[src/rtl/updown_range_counter.sv]
// ---------------------------------------------------------------------------
// updown_range_counter
//
// Purpose:
//   General-purpose up/down setpoint counter over the closed range
//   [MIN_VAL, MAX_VAL]. Supports a variable step, wrap or saturate behaviour
//   at the range ends, a parallel load with clamping, and registered
//   boundary/event flags. Used as the frequency/duty setpoint counter of the
//   square-wave generator front end, driven by button-decoded strobes.
//
// Parameters:
//   WIDTH      counter width in bits
//   MIN_VAL    lowest legal count
//   MAX_VAL    highest legal count (MIN_VAL < MAX_VAL < 2**WIDTH)
//   RESET_VAL  value taken on reset (MIN_VAL <= RESET_VAL <= MAX_VAL)
//   STEP_W     width of the step input
//
// Ports:
//   clk         in   single clock, all state changes on the rising edge
//   reset       in   synchronous active-high reset
//   en          in   count enable (does not gate load)
//   up          in   increment request (level sampled)
//   down        in   decrement request (level sampled)
//   step        in   increment/decrement magnitude
//   wrap_mode   in   1 = wrap within range, 0 = saturate at range ends
//   load        in   parallel load strobe
//   load_val    in   value to load (clamped into range)
//   result      out  current count, registered
//   at_min      out  result == MIN_VAL, registered
//   at_max      out  result == MAX_VAL, registered
//   wrap_pulse  out  one-cycle pulse, last update wrapped
//   sat_pulse   out  one-cycle pulse, last update clipped (saturation/clamp)
// ---------------------------------------------------------------------------
module updown_range_counter #(
    parameter int unsigned WIDTH     = 11,
    parameter int unsigned MIN_VAL   = 0,
    parameter int unsigned MAX_VAL   = 2000,
    parameter int unsigned RESET_VAL = 0,
    parameter int unsigned STEP_W    = 4
) (
    input  logic              clk,
    input  logic              reset,
    input  logic              en,
    input  logic              up,
    input  logic              down,
    input  logic [STEP_W-1:0] step,
    input  logic              wrap_mode,
    input  logic              load,
    input  logic [WIDTH-1:0]  load_val,
    output logic [WIDTH-1:0]  result,
    output logic              at_min,
    output logic              at_max,
    output logic              wrap_pulse,
    output logic              sat_pulse
);

    // Arithmetic width: one bit wider than both the counter and the step so
    // that result+step, result+range and the range itself never overflow.
    localparam int unsigned AW = ((STEP_W > WIDTH) ? STEP_W : WIDTH) + 1;

    localparam logic [AW-1:0]    MIN_A   = AW'(MIN_VAL);
    localparam logic [AW-1:0]    MAX_A   = AW'(MAX_VAL);
    localparam logic [AW-1:0]    RANGE_A = AW'(MAX_VAL - MIN_VAL + 1);

    localparam logic [WIDTH-1:0] MIN_W   = WIDTH'(MIN_VAL);
    localparam logic [WIDTH-1:0] MAX_W   = WIDTH'(MAX_VAL);
    localparam logic [WIDTH-1:0] RESET_W = WIDTH'(RESET_VAL);

    logic [AW-1:0]    cur_a;
    logic [AW-1:0]    step_a;
    logic [AW-1:0]    load_a;
    logic [AW-1:0]    eff_step;
    logic [AW-1:0]    up_sum;
    logic [AW-1:0]    down_room;
    logic             count_req;
    logic             load_below;
    logic             load_above;

    logic [WIDTH-1:0] next_result;
    logic             next_wrap;
    logic             next_sat;

    // Zero-extended operands so every comparison below is done at AW bits.
    assign cur_a  = AW'(result);
    assign step_a = AW'(step);
    assign load_a = AW'(load_val);

    // A step larger than the whole range is limited to the range size, so a
    // wrapping move lands back inside [MIN_VAL, MAX_VAL] after one correction.
    assign eff_step = (step_a > RANGE_A) ? RANGE_A : step_a;

    assign up_sum    = cur_a + eff_step;
    assign down_room = cur_a - MIN_A;

    // Opposing requests cancel; only a single clean direction counts.
    assign count_req = en & (up ^ down);

    // "load_val < MIN" written as "load_val + 1 <= MIN" so that a zero MIN
    // does not turn this into an always-false unsigned comparison.
    assign load_below = ((load_a + AW'(1)) <= MIN_A);
    assign load_above = (load_a > MAX_A);

    // Next-state selection: load has priority over counting; with a zero
    // effective step nothing moves and no pulse is raised.
    always_comb begin
        next_result = result;
        next_wrap   = 1'b0;
        next_sat    = 1'b0;

        if (load) begin
            if (load_below) begin
                next_result = MIN_W;
                next_sat    = 1'b1;
            end else if (load_above) begin
                next_result = MAX_W;
                next_sat    = 1'b1;
            end else begin
                next_result = load_val;
            end
        end else if (count_req && (eff_step != '0)) begin
            if (up) begin
                if (up_sum <= MAX_A) begin
                    next_result = WIDTH'(up_sum);
                end else if (wrap_mode) begin
                    next_result = WIDTH'(up_sum - RANGE_A);
                    next_wrap   = 1'b1;
                end else begin
                    next_result = MAX_W;
                    next_sat    = 1'b1;
                end
            end else begin
                if (down_room >= eff_step) begin
                    next_result = WIDTH'(cur_a - eff_step);
                end else if (wrap_mode) begin
                    // Add the range before subtracting so the value never
                    // goes negative.
                    next_result = WIDTH'(cur_a + RANGE_A - eff_step);
                    next_wrap   = 1'b1;
                end else begin
                    next_result = MIN_W;
                    next_sat    = 1'b1;
                end
            end
        end
    end

    // Output register. Boundary flags are derived from the value being
    // written so they always agree with result in the same cycle.
    always_ff @(posedge clk) begin
        if (reset) begin
            result     <= RESET_W;
            at_min     <= (RESET_W == MIN_W);
            at_max     <= (RESET_W == MAX_W);
            wrap_pulse <= 1'b0;
            sat_pulse  <= 1'b0;
        end else begin
            result     <= next_result;
            at_min     <= (next_result == MIN_W);
            at_max     <= (next_result == MAX_W);
            wrap_pulse <= next_wrap;
            sat_pulse  <= next_sat;
        end
    end

endmodule

[config.mk]
export PLATFORM = sky130hd
export DESIGN_NAME = updown_range_counter
export DESIGN_NICKNAME = d
export VERILOG_FILES = /design/src/rtl/updown_range_counter.sv
export SDC_FILE = /design/constraint.sdc
export NUM_CORES = 1
export LEC_CHECK = 0
export CAP_MARGIN = 5
export CORE_ASPECT_RATIO = 0.7
export CORE_UTILIZATION = 55
export CTS_CLUSTER_DIAMETER = 100
export CTS_CLUSTER_SIZE = 8
export DETAILED_ROUTE_END_ITERATION = 8
export HOLD_SLACK_MARGIN = 0.05
export PLACE_DENSITY = 0.82
export REMOVE_ABC_BUFFERS = 1
export SLEW_MARGIN = 10
export SYNTH_ARGS = -nofsm -noshare
export SYNTH_HDL_FRONTEND = slang
export SYNTH_SLANG_ARGS = --single-unit
[constraint.sdc]
create_clock -name clk -period 4.8 [get_ports clk]
set_input_delay 0.96 -clock clk [delete_from_list [all_inputs] [get_ports clk]]
set_output_delay 0.96 -clock clk [all_outputs]
set_load 0.01 [all_outputs]
==> impl_results.md, run 1 <==
* Vias/cell at 6.601
* Synth-to-layout area growth at 20.34%
* First-pass GRT wire length at 11670 um
* Avg Synthesized Cell Area at 7.515 sq um
* Slew @ Worst Pin at 0.6195 ns
* Filler instances at 327
* Synth area leader: dfxtp_1
* Met2 WL at 2918 um
* Met3 wire len at 782 um
* Final hold vios at 0
* Max Cap Viol at 0
* Clock Power Share at 18.4%
* Combinational share of power at 54.4%
* Sequential share of power at 27.2%
* Synth Area in Simple Gates at 28.00%
* Die Width at 79.92 um
* Crit path cell chain: clkdlybuf4s50_1 > inv_1 > ha_1 > nor2b_1 > o21ai_0 > a211oi_2 > o221ai_2 > o41ai_4 > buf_4 > mux2i_1 > a32o_1 > o2111ai_1 > nor3b_2 > nor4b_2
* # DRC at 0
* Top Layer Used: met4
* Drt pass-1 iters at 5
* GRT Overall Usage at 33.54%
* Cts bufs inserted at 3
* Yosys cell types at 67
* Setup TNS at 0 ns
* Gr ovfl total at 0
* Slack of the critical path at 0.2951 ns
* Synth Register Bits at 15
* Final ANT Viol Nets at 0
* Core Area at 0.003994 sq mm
* Leading post-synthesis cells by cell area: dfxtp_1 13%, ha_1 11%, nor2_1 4.3%
* Setup CP Type: input pin to flip-flop
* Post-synthesis cell count at 311
* Net Sw Frac at 42.71%
* Finished Layout Cells at 396
* DRT Wirelength at 7194 um
* CP endpoint kind: flip-flop
* Avg WL per Cell at 18.17 um
* Synth Cell Area at 0.002337 sq mm
* Arrival time at the worst endpoint at 4.67 ns
* Final core utilization at 70.43%
* Iter 0 DRT Violations at 322
* Maximum VDD drop at 0.1536 mV
* Synth Flop Type: dfxtp_1
* Clk_skew at 0.001853 ns
* Largest family of logic cells by synthesized area: compound AO/OA/AOI/OAI gates
* Adder-Cell Fraction of Synth Area at 14.13%
* Num ports at 37
* Syn. warnings at 0
* Vias in the first global route at 2373
* H-tree Lvls at 1
* GP Congestion at 1.001
* Worst relative slew slack at 58.41%
* Clock tree buffer depth at 2
* Largest net degree at the start of global routing at 17
* Cell at the slowest stage of the critical path: clkdlybuf4s50_1
* Slew Viols, Final at 0
* Placed cell areas at 0.002739 sq mm
* Die Y at 56.54 um
* Final setup violation count at 0
* Post-route cell area at 0.002813 sq mm
* Ratio of cells with drive above 1 in the final layout at 8.430%
* Crit-path max cell delay at 0.60 ns
* Placed cell count at 390
* Via count at 2614
* Antenna cell count at 0
* Nets at 391
* Multiplexer share of the synthesized area at 1.285%
* EDFF count, synth at 0
* Int Power at 0.3235 mW
* Hold crit path type: flip-flop to flip-flop
* Rows at 19
* DP HPWL at 5472 um
* CTS tree: built
* Worst setup SP type: input pin
* Critical Path Fanout Max at 7
* Compound-Gate Fraction of Synth Area at 31.53%
* PD cells at 200.8 mW/mm^2
* Ys async rst share at 0%
* Fmax at 222.0 MHz
* Worst-path clk slew at 0.06 ns
* Clock sink count at 15
* Hold Slack at 0.8643 ns
* Unrepaired setup endpoints after global routing: no
* Commonest non-fill, non-tap cell in the layout: clkdlybuf4s50_1
* Tmin final at 4.505 ns
* Initial core utilization at 58.52%
* Clk_lat worst skew at 0.25 ns
* Share of the clock period used by the worst path at 93.85%
* Post-synth top area share at 12.85%
* IO buf count at 36
* PnR Total Power at 0.5647 mW
* Leakage Power at 1.156 nW
* CP required at 4.97 ns
* Post-Route M1 WL at 3273 um
* Most frequent cells in the layout: 36 x clkdlybuf4s50_1, 27 x nor2_1, 23 x inv_1, 23 x nand2_1
* Pre-CTS setup slack at 0.1094 ns
* Status: completed
* CTS root buf: clkbuf_8
* Sw Pwr at 0.2412 mW
* Post-Synth XOR/XNOR Area at 5.246%
* Die ar. at 0.004518 sq mm
* Register area share after synthesis at 12.85%
* Initial antenna violation count at 0
-- state kept, by name, indices dropped and copies added (netlist names) --
signal	count
result	11
at_max	1
at_min	1
sat_pulse	1
wrap_pulse	1
-- what timing repair did --
action,4_1_cts,5_1_grt
endpoints found under the setup margin,0,2
gates resized for setup,0,2
hold buffers,0,0
buffers inserted,0,2
-- logic make-up after synthesis --
| kind of cell | count (synthesis) |
|---|---|
| multiplexers | 3 |
| AO/OA/AOI/OAI | 96 |
| XOR/XNOR | 14 |
| AND/OR/NAND/NOR | 119 |
| buffers and inverters | 40 |
| adder cells (fa/ha/maj) | 24 |
| flip-flops | 15 |
-- worst max-delay path, delay by kind of cell --
family          cells  cell delay [ns]
buf+inv             3             0.92
fa+ha+maj           1             0.38
mux                 1             0.21
compound gates      6             1.49
simple gates        3             0.72
-- worst paths after layout --
kind                   from   endpoint  slack (ns)  cells after the start
setup / recovery    step[1]     at_max        0.30                     14
hold / removal    result[3]  result[3]        0.86                      3
setup reg to reg  result[0]     at_max        1.16                     14
hold reg to reg   result[3]  result[3]        0.86                      3
-- cells in the mapped netlist, drive strengths merged (2+ instances only) --
library cell  instances
inv                  24
a211oi                7
a31oi                 9
o221ai                3
o21ai                13
a311oi                2
nor3                  7
dfxtp                15
o31ai                 2
nand4                 5
xnor2                 8
o31a                  2
or3                   2
o211ai                7
nand2                23
o211a                 2
and2                  4
nand3                15
o2111ai               2
nor2                 27
a221oi                3
nand2b                5
a21oi                20
a32o                  3
ha                   20
and4                  3
mux2i                 3
nor4                  4
a21o                  5
a22oi                 3
clkbuf               10
or2                   2
fa                    4
o41ai                 3
nor2b                10
nor3b                 2
and3                  7
buf                   5
xor2                  6
-- power groups by stage --
| stage | clock network (mW) | registers [mW] | logic [mW] |
|---|---|---|---|
| floorplan | 0 | 0.153 | 0.198 |
| CTS | 0.105 | 0.153 | 0.297 |
| global route | 0.109 | 0.155 | 0.336 |
| global placement | 0 | 0.155 | 0.291 |
| finish | 0.104 | 0.153 | 0.307 |
| detailed placement | 0 | 0.155 | 0.296 |
-- layer usage --
metal  vias up  global-route usage (%)
li1       1222                       -
met1      1183                   47.92
met2       183                   50.06
met3        26                   8.130
met4         0                   8.673
met5         -                       0
-- final cells by class --
type / count / area, sq um / share of cell area, %
timing repair buffer: 44 / 420.4 / 14.95
multi-input combinational: 256 / 1888 / 67.13
inverter: 25 / 93.84 / 3.336
sequential: 15 / 300.3 / 10.68
clock buffer: 4 / 45.04 / 1.601
tap: 52 / 65.06 / 2.313
No activity file was read; power rests on OpenSTA's default activity.
==> run 2, diff against run 1 <==
--- a/config.mk
+++ b/config.mk
@@ -11,7 +11,9 @@
 export CTS_CLUSTER_DIAMETER = 100
 export CTS_CLUSTER_SIZE = 8
 export DETAILED_ROUTE_END_ITERATION = 8
+export GPL_TIMING_DRIVEN = 0
 export HOLD_SLACK_MARGIN = 0.05
+export MAX_ROUTING_LAYER = met4
 export PLACE_DENSITY = 0.82
 export REMOVE_ABC_BUFFERS = 1
 export SLEW_MARGIN = 10
==> impl_results.md, run 2 (synthesis gave the netlist of run 1 again) <==
* Status: completed
* CP endpoint kind: flip-flop
* Clk_lat worst skew at 0.26 ns (about the same)
* Antenna cell count at 0 (unchanged)
* Initial core utilization at 58.52% (unchanged)
* Critical Path Fanout Max at 10 (+3)
* Post-route cell area at 0.002769 sq mm (-1.6%)
* Hold EP: result[3]
* Max Cap Viol at 0 (unchanged)
* Final hold vios at 0 (unchanged)
* Reg-to-Reg End: at_max
* CP required at 4.98 ns (about the same)
* Bufs and invs on worst path at 4 (+1)
* Clock tree buffer depth at 2 (unchanged)
* Number of flip-flops in the largest register at 11 (unchanged)
* Avg WL per Cell at 18.36 um (+1.0%)
* # DRC at 0 (unchanged)
* Slew @ Worst Pin at 0.8138 ns (+0.1944 ns)
* Commonest non-fill, non-tap cell in the layout: clkdlybuf4s50_1
* DRT Wirelength at 7159 um (-0.49%)
* Cts bufs inserted at 3 (unchanged)
* Slew Viols, Final at 0 (unchanged)
* Tmin final at 4.567 ns (+0.06177 ns)
* Leakage Power at 1.129 nW (-2.3%)
* Core Area at 0.003994 sq mm (unchanged)
* Vias/cell at 6.813 (+3.2%)
* Hold depth at 3 (unchanged)
* Die ar. at 0.004518 sq mm (unchanged)
* Clock sink count at 15 (unchanged)
* Final setup violation count at 0 (unchanged)
* CTS root buf: clkbuf_8
* PnR Total Power at 0.5662 mW (+0.26%)
* Clk_skew at 0.001374 ns (-0.0004793 ns)
* Nets at 385 (-1.5%)
* Unrepaired setup endpoints after global routing: no
* DP HPWL at 5466 um (-0.10%)
* Reg-to-Reg Start: result[3]
* Num ports at 37 (unchanged)
* Final ANT Viol Nets at 0 (unchanged)
* Initial antenna violation count at 0 (unchanged)
* Largest net degree at the start of global routing at 21 (+4)
* Gr ovfl total at 0 (unchanged)
* IO buf count at 36 (unchanged)
* Crit path cell chain: clkdlybuf4s50_1 > inv_1 > ha_1 > inv_1 > a21oi_1 > o211a_1 > o221ai_2 > o41ai_4 > buf_4 > mux2i_1 > a32o_1 > o2111ai_1 > nor3b_2 > nor4b_2
* Iter 0 DRT Violations at 283 (-12%)
* CTS tree: built
* Maximum VDD drop at 0.1653 mV (+7.6%)
* Crit path max-delay family: compound AO/OA/AOI/OAI gates
* Share of the clock period used by the worst path at 95.14% (+1.3 points)
* Biggest register: result
* GRT Overall Usage at 33.93% (+0.39 points)
* GP Congestion at 0.9609 (-4.0%)
* Synth-to-layout area growth at 18.47%
* PD cells at 204.5 mW/mm^2 (+1.8%)
* Ratio of cells with drive above 1 in the final layout at 7.101% (-1.3 points)
* First-pass GRT wire length at 11470 um (-1.7%)
* Setup CP Type: input pin to flip-flop
* Worst-path clk slew at 0.07 ns (about the same)
* Hold crit path type: flip-flop to flip-flop
* Crit-path max cell delay at 0.49 ns (-0.11 ns)
* H-tree Lvls at 1 (unchanged)
* Fmax at 219.0 MHz (-1.4%)
* Via count at 2657 (+1.6%)
* Rows at 19 (unchanged)
* Die Y at 56.54 um (unchanged)
* Hold Startpoint: result[3]
* Worst setup SP type: input pin
* Crit path from: step[3]
* FF-to-FF path depth at 12 (-2)
* Worst relative slew slack at 45.57% (-13 points)
* Post-CTS Hold Buffers at 0 (unchanged)
* Reg2reg setup slack at 1.08 ns (-0.08 ns)
* Drt pass-1 iters at 6 (+1)
* Cell at the slowest stage of the critical path: ha_1
* Cell mode on critical path: inv_1
* Arrival time at the worst endpoint at 4.75 ns (+0.08 ns)
* Most frequent cells in the layout: 36 x clkdlybuf4s50_1, 27 x nor2_1, 23 x inv_1, 23 x nand2_1
* Placed cell areas at 0.002694 sq mm (-1.6%)
* Die Width at 79.92 um (unchanged)
* Vias in the first global route at 2337 (-1.5%)
## run 2: worst min-delay path, delay by kind of cell, from the launching register on
| family | cells | cell delay [ns] |
|---|---|---|
| and+or+nand+nor | 1 | 0.06 |
| AOI/OAI and AO/OA | 2 | 0.37 |
| DFF | 1 | 0.40 |
## run 2: timing repair
action | 4_1_cts | 5_1_grt
buffers inserted | 0 | 2
gates resized for setup | 0 | 3
endpoints found under the setup margin | 0 | 2
## run 2: area by class of cell
cell class,instances,area (sq um)
Clock buffer,3,41.29
Sequential cell,15,300.3
Inverter,25,93.84
Tap cell,52,65.06
Clock inverter,1,5.005
Multi-Input combinational cell,256,1888
Fill cell,337,1225
Timing Repair Buffer,38,375.4
## run 2: metrics by stage
| step | util [%] | TNS [ns] | hold WS (ns) | instances | worst slack, ns |
|---|---|---|---|---|---|
| 3_5_place_dp | 67.45 | -0.06703 | 0.8497 | 384 | -0.06703 |
| 3_3_place_gp | 67.45 | 0 | 0.8253 | 384 | 0.01300 |
| 2_1_floorplan | - | 0 | 0.7635 | 296 | 1.037 |
| 5_1_grt | 69.33 | 0 | 0.9021 | 390 | 0.01651 |
| 6_report | 69.33 | 0 | 0.8836 | 390 | 0.2333 |
| 4_1_cts | 68.61 | 0 | 0.8643 | 388 | 0.1779 |
## run 2: routing by layer
| metal | vias to the layer above | track usage, % | routed length, um |
|---|---|---|---|
| li1 | 1207 | - | - |
| met1 | 1223 | 47.77 | 3168 |
| met2 | 201 | 49.33 | 2968 |
| met3 | 26 | 7.480 | 853 |
| met4 | 0 | 7.653 | 169 |
| met5 | - | - | 0 |
## run 2: worst max path at each step
| stage | endpoint | cells past startpoint | slack [ns] |
|---|---|---|---|
| after detailed placement | at_max | 13 | -0.07 |
| after CTS | at_max | 13 | 0.18 |
| final | at_max | 14 | 0.23 |
| after floorplan | at_max | 12 | 1.04 |
| after global routing | at_max | 14 | 0.02 |
| after global placement | at_max | 13 | 0.01 |
## run 2: where the power goes
| part | internal (mW) | switching, mW | leakage, nW |
|---|---|---|---|
| combinational | 0.129 | 0.174 | 0.980 |
| clock | 0.0579 | 0.0525 | 0.0255 |
| sequential | 0.132 | 0.0201 | 0.124 |
==> run 3, diff against run 2 <==
--- a/config.mk
+++ b/config.mk
@@ -6,15 +6,18 @@
 export NUM_CORES = 1
 export LEC_CHECK = 0
 export CAP_MARGIN = 5
+export CELL_PAD_IN_SITES_DETAIL_PLACEMENT = 2
+export CELL_PAD_IN_SITES_GLOBAL_PLACEMENT = 2
 export CORE_ASPECT_RATIO = 0.7
-export CORE_UTILIZATION = 55
+export CORE_UTILIZATION = 31
+export CTS_BUF_LIST = sky130_fd_sc_hd__clkbuf_4 sky130_fd_sc_hd__clkbuf_8 sky130_fd_sc_hd__clkbuf_16
 export CTS_CLUSTER_DIAMETER = 100
 export CTS_CLUSTER_SIZE = 8
 export DETAILED_ROUTE_END_ITERATION = 8
 export GPL_TIMING_DRIVEN = 0
 export HOLD_SLACK_MARGIN = 0.05
 export MAX_ROUTING_LAYER = met4
-export PLACE_DENSITY = 0.82
+export PLACE_DENSITY_LB_ADDON = 0.1
 export REMOVE_ABC_BUFFERS = 1
 export SLEW_MARGIN = 10
 export SYNTH_ARGS = -nofsm -noshare
==> impl_results.md, run 3 (synthesis gave the netlist of run 1 again) <==
* Status: completed
* PD cells at 204.8 mW/mm^2 (+0.17%)
* Most frequent cells in the layout: 35 x clkdlybuf4s50_1, 27 x nor2_1, 23 x inv_1, 23 x nand2_1
* Antenna cell count at 0 (unchanged)
* Post-CTS Hold Buffers at 0 (unchanged)
* Final setup violation count at 0 (unchanged)
* Pre-CTS setup slack at -0.2171 ns (-0.1501 ns)
* Final ANT Viol Nets at 0 (unchanged)
* Final core utilization at 39.35% (-30 points)
* Crit path from: step[3]
* Drt pass-1 iters at 7 (+1)
* Avg WL per Cell at 21.27 um (+16%)
* Reg-to-Reg End: at_max
* Tmin final at 4.624 ns (+0.05774 ns)
* Clk_lat worst skew at 0.25 ns (about the same)
* Cts bufs inserted at 3 (unchanged)
* Slew Viols, Final at 0 (unchanged)
* Number of flip-flops in the largest register at 11 (unchanged)
* Hold Slack at 0.8464 ns (-0.03714 ns)
* Largest net degree at the start of global routing at 21 (unchanged)
* DRT Wirelength at 9358 um (+31%)
* Worst-path clk slew at 0.06 ns (about the same)
* Hold depth at 3 (unchanged)
* Maximum VDD drop at 0.09162 mV (-45%)
* Ratio of cells with drive above 1 in the final layout at 8.480% (+1.4 points)
* Vias/cell at 5.802 (-15%)
* Die Y at 74.65 um (+32%)
* Nets at 389 (+1.0%)
* Hold Startpoint: result[3]
* Rows at 26 (+7)
* CTS tree: built
* Synth-to-layout area growth at 22.70%
* FF-to-FF path depth at 12 (unchanged)
* IO buf count at 36 (unchanged)
* Iter 0 DRT Violations at 132 (-53%)
* Commonest non-fill, non-tap cell in the layout: clkdlybuf4s50_1
* Clk_skew at 0.001529 ns (+0.0001551 ns)
* Die ar. at 0.007896 sq mm (+75%)
* Critical Path Fanout Max at 10 (unchanged)
* Leakage Power at 1.159 nW (+2.7%)
* Reg2reg setup slack at 1.05 ns (-0.03 ns)
* First-pass GRT wire length at 14700 um (+28%)
* Placed cell areas at 0.002751 sq mm (+2.1%)
* Share of the clock period used by the worst path at 96.34% (+1.2 points)
* Max Cap Viol at 0 (unchanged)
* Die Width at 105.8 um (+32%)
* Hold crit path type: flip-flop to flip-flop
* Post-route cell area at 0.002868 sq mm (+3.6%)
* H-tree Lvls at 1 (unchanged)
* Reg-to-Reg Start: result[2]
* GP Congestion at 0.8473 (-12%)
* Via count at 2553 (-3.9%)
* Gr ovfl total at 0 (unchanged)
* Initial core utilization at 32.07% (-26 points)
* Hold EP: result[3]
* CP endpoint kind: flip-flop
* PnR Total Power at 0.5874 mW (+3.7%)
* # DRC at 0 (unchanged)
* Fmax at 216.2 MHz (-1.2%)
* CP required at 4.97 ns (about the same)
* Setup CP Type: input pin to flip-flop
* Worst relative slew slack at 40.07% (-5.5 points)
* Clock tree buffer depth at 2 (unchanged)
* GRT Overall Usage at 25.08% (-8.9 points)
* Final hold vios at 0 (unchanged)
* Biggest register: result
* Slack of the critical path at 0.1756 ns (-0.05774 ns)
* Initial antenna violation count at 0 (unchanged)
* Clock sink count at 15 (unchanged)
* CTS root buf: clkbuf_8
* DP HPWL at 7291 um (+33%)
* Num ports at 37 (unchanged)
* Slew @ Worst Pin at 0.8962 ns (+0.08234 ns)
* Worst setup SP type: input pin
* Core Area at 0.007287 sq mm (+82%)
* Arrival time at the worst endpoint at 4.79 ns (+0.04 ns)
* Unrepaired setup endpoints after global routing: no
* Vias in the first global route at 2614 (+12%)
run 3: changes by cell type in the layout (fill, tap and decap cells not counted), sizes merged:
| cell | delta |
|---|---|
| clkinv | -1 |
| clkdlybuf4s50 | -1 |
| buf | +4 |
| dlymetal6s2s | +1 |
| clkbuf | +1 |
run 3: routing by layer:
metal,global-route usage [%],vias to the layer above,part of all wire [%]
li1,-,1214,-
met1,36.58,1290,52
met2,39.58,49,45
met3,2.338,0,3.7
met4,0.9259,0,0
met5,-,-,0
run 3: power by group:
part / switching (mW) / internal (mW)
sequential: 0.0213 / 0.132
clock: 0.0483 / 0.0646
combinational: 0.188 / 0.133
total: 0.257 / 0.330
run 3: what timing repair did:
action                     CTS  global route
buffers inserted             0             6
setup endpoints to repair    0             4
gates resized for setup      0             4
run 3: stage by stage:
stage | setup TNS, ns | cells
6_report | 0 | 440
5_1_grt | 0 | 440
4_1_cts | 0 | 434
3_5_place_dp | -0.4490 | 430
3_3_place_gp | -0.2204 | 430
2_1_floorplan | 0 | 296
run 3: worst max-delay path, stage by stage:
cell and delay (ns):
clkdlybuf4s50_1 0.50, inv_1 0.11, ha_1 0.44, nor2_1 0.25, o21ai_0 0.24, a211oi_2 0.37, o221ai_2 0.21, o41ai_4 0.36
buf_4 0.24, mux2i_1 0.23, a32o_1 0.22, o2111ai_1 0.17, nor3b_2 0.26, nor4b_2 0.22
run 3: worst max-delay path by stage:
stage / to / slack [ns] / depth (start not counted)
3_3_place_gp: at_max / -0.14 / 13
3_5_place_dp: at_max / -0.22 / 13
4_1_cts: at_max / 0.01 / 13
2_1_floorplan: at_max / 1.04 / 12
5_1_grt: at_max / 0.01 / 14
6_report: at_max / 0.18 / 14
run 3: layout make-up:
| class | count | area (sq um) |
|---|---|---|
| fillers | 889 | 4419 |
| well taps | 98 | 122.6 |
| multi-input cells | 256 | 1894 |
| clock buffers | 4 | 48.80 |
| repair buffers | 42 | 407.9 |
| flip-flops and latches | 15 | 300.3 |
| inverters | 25 | 93.84 |
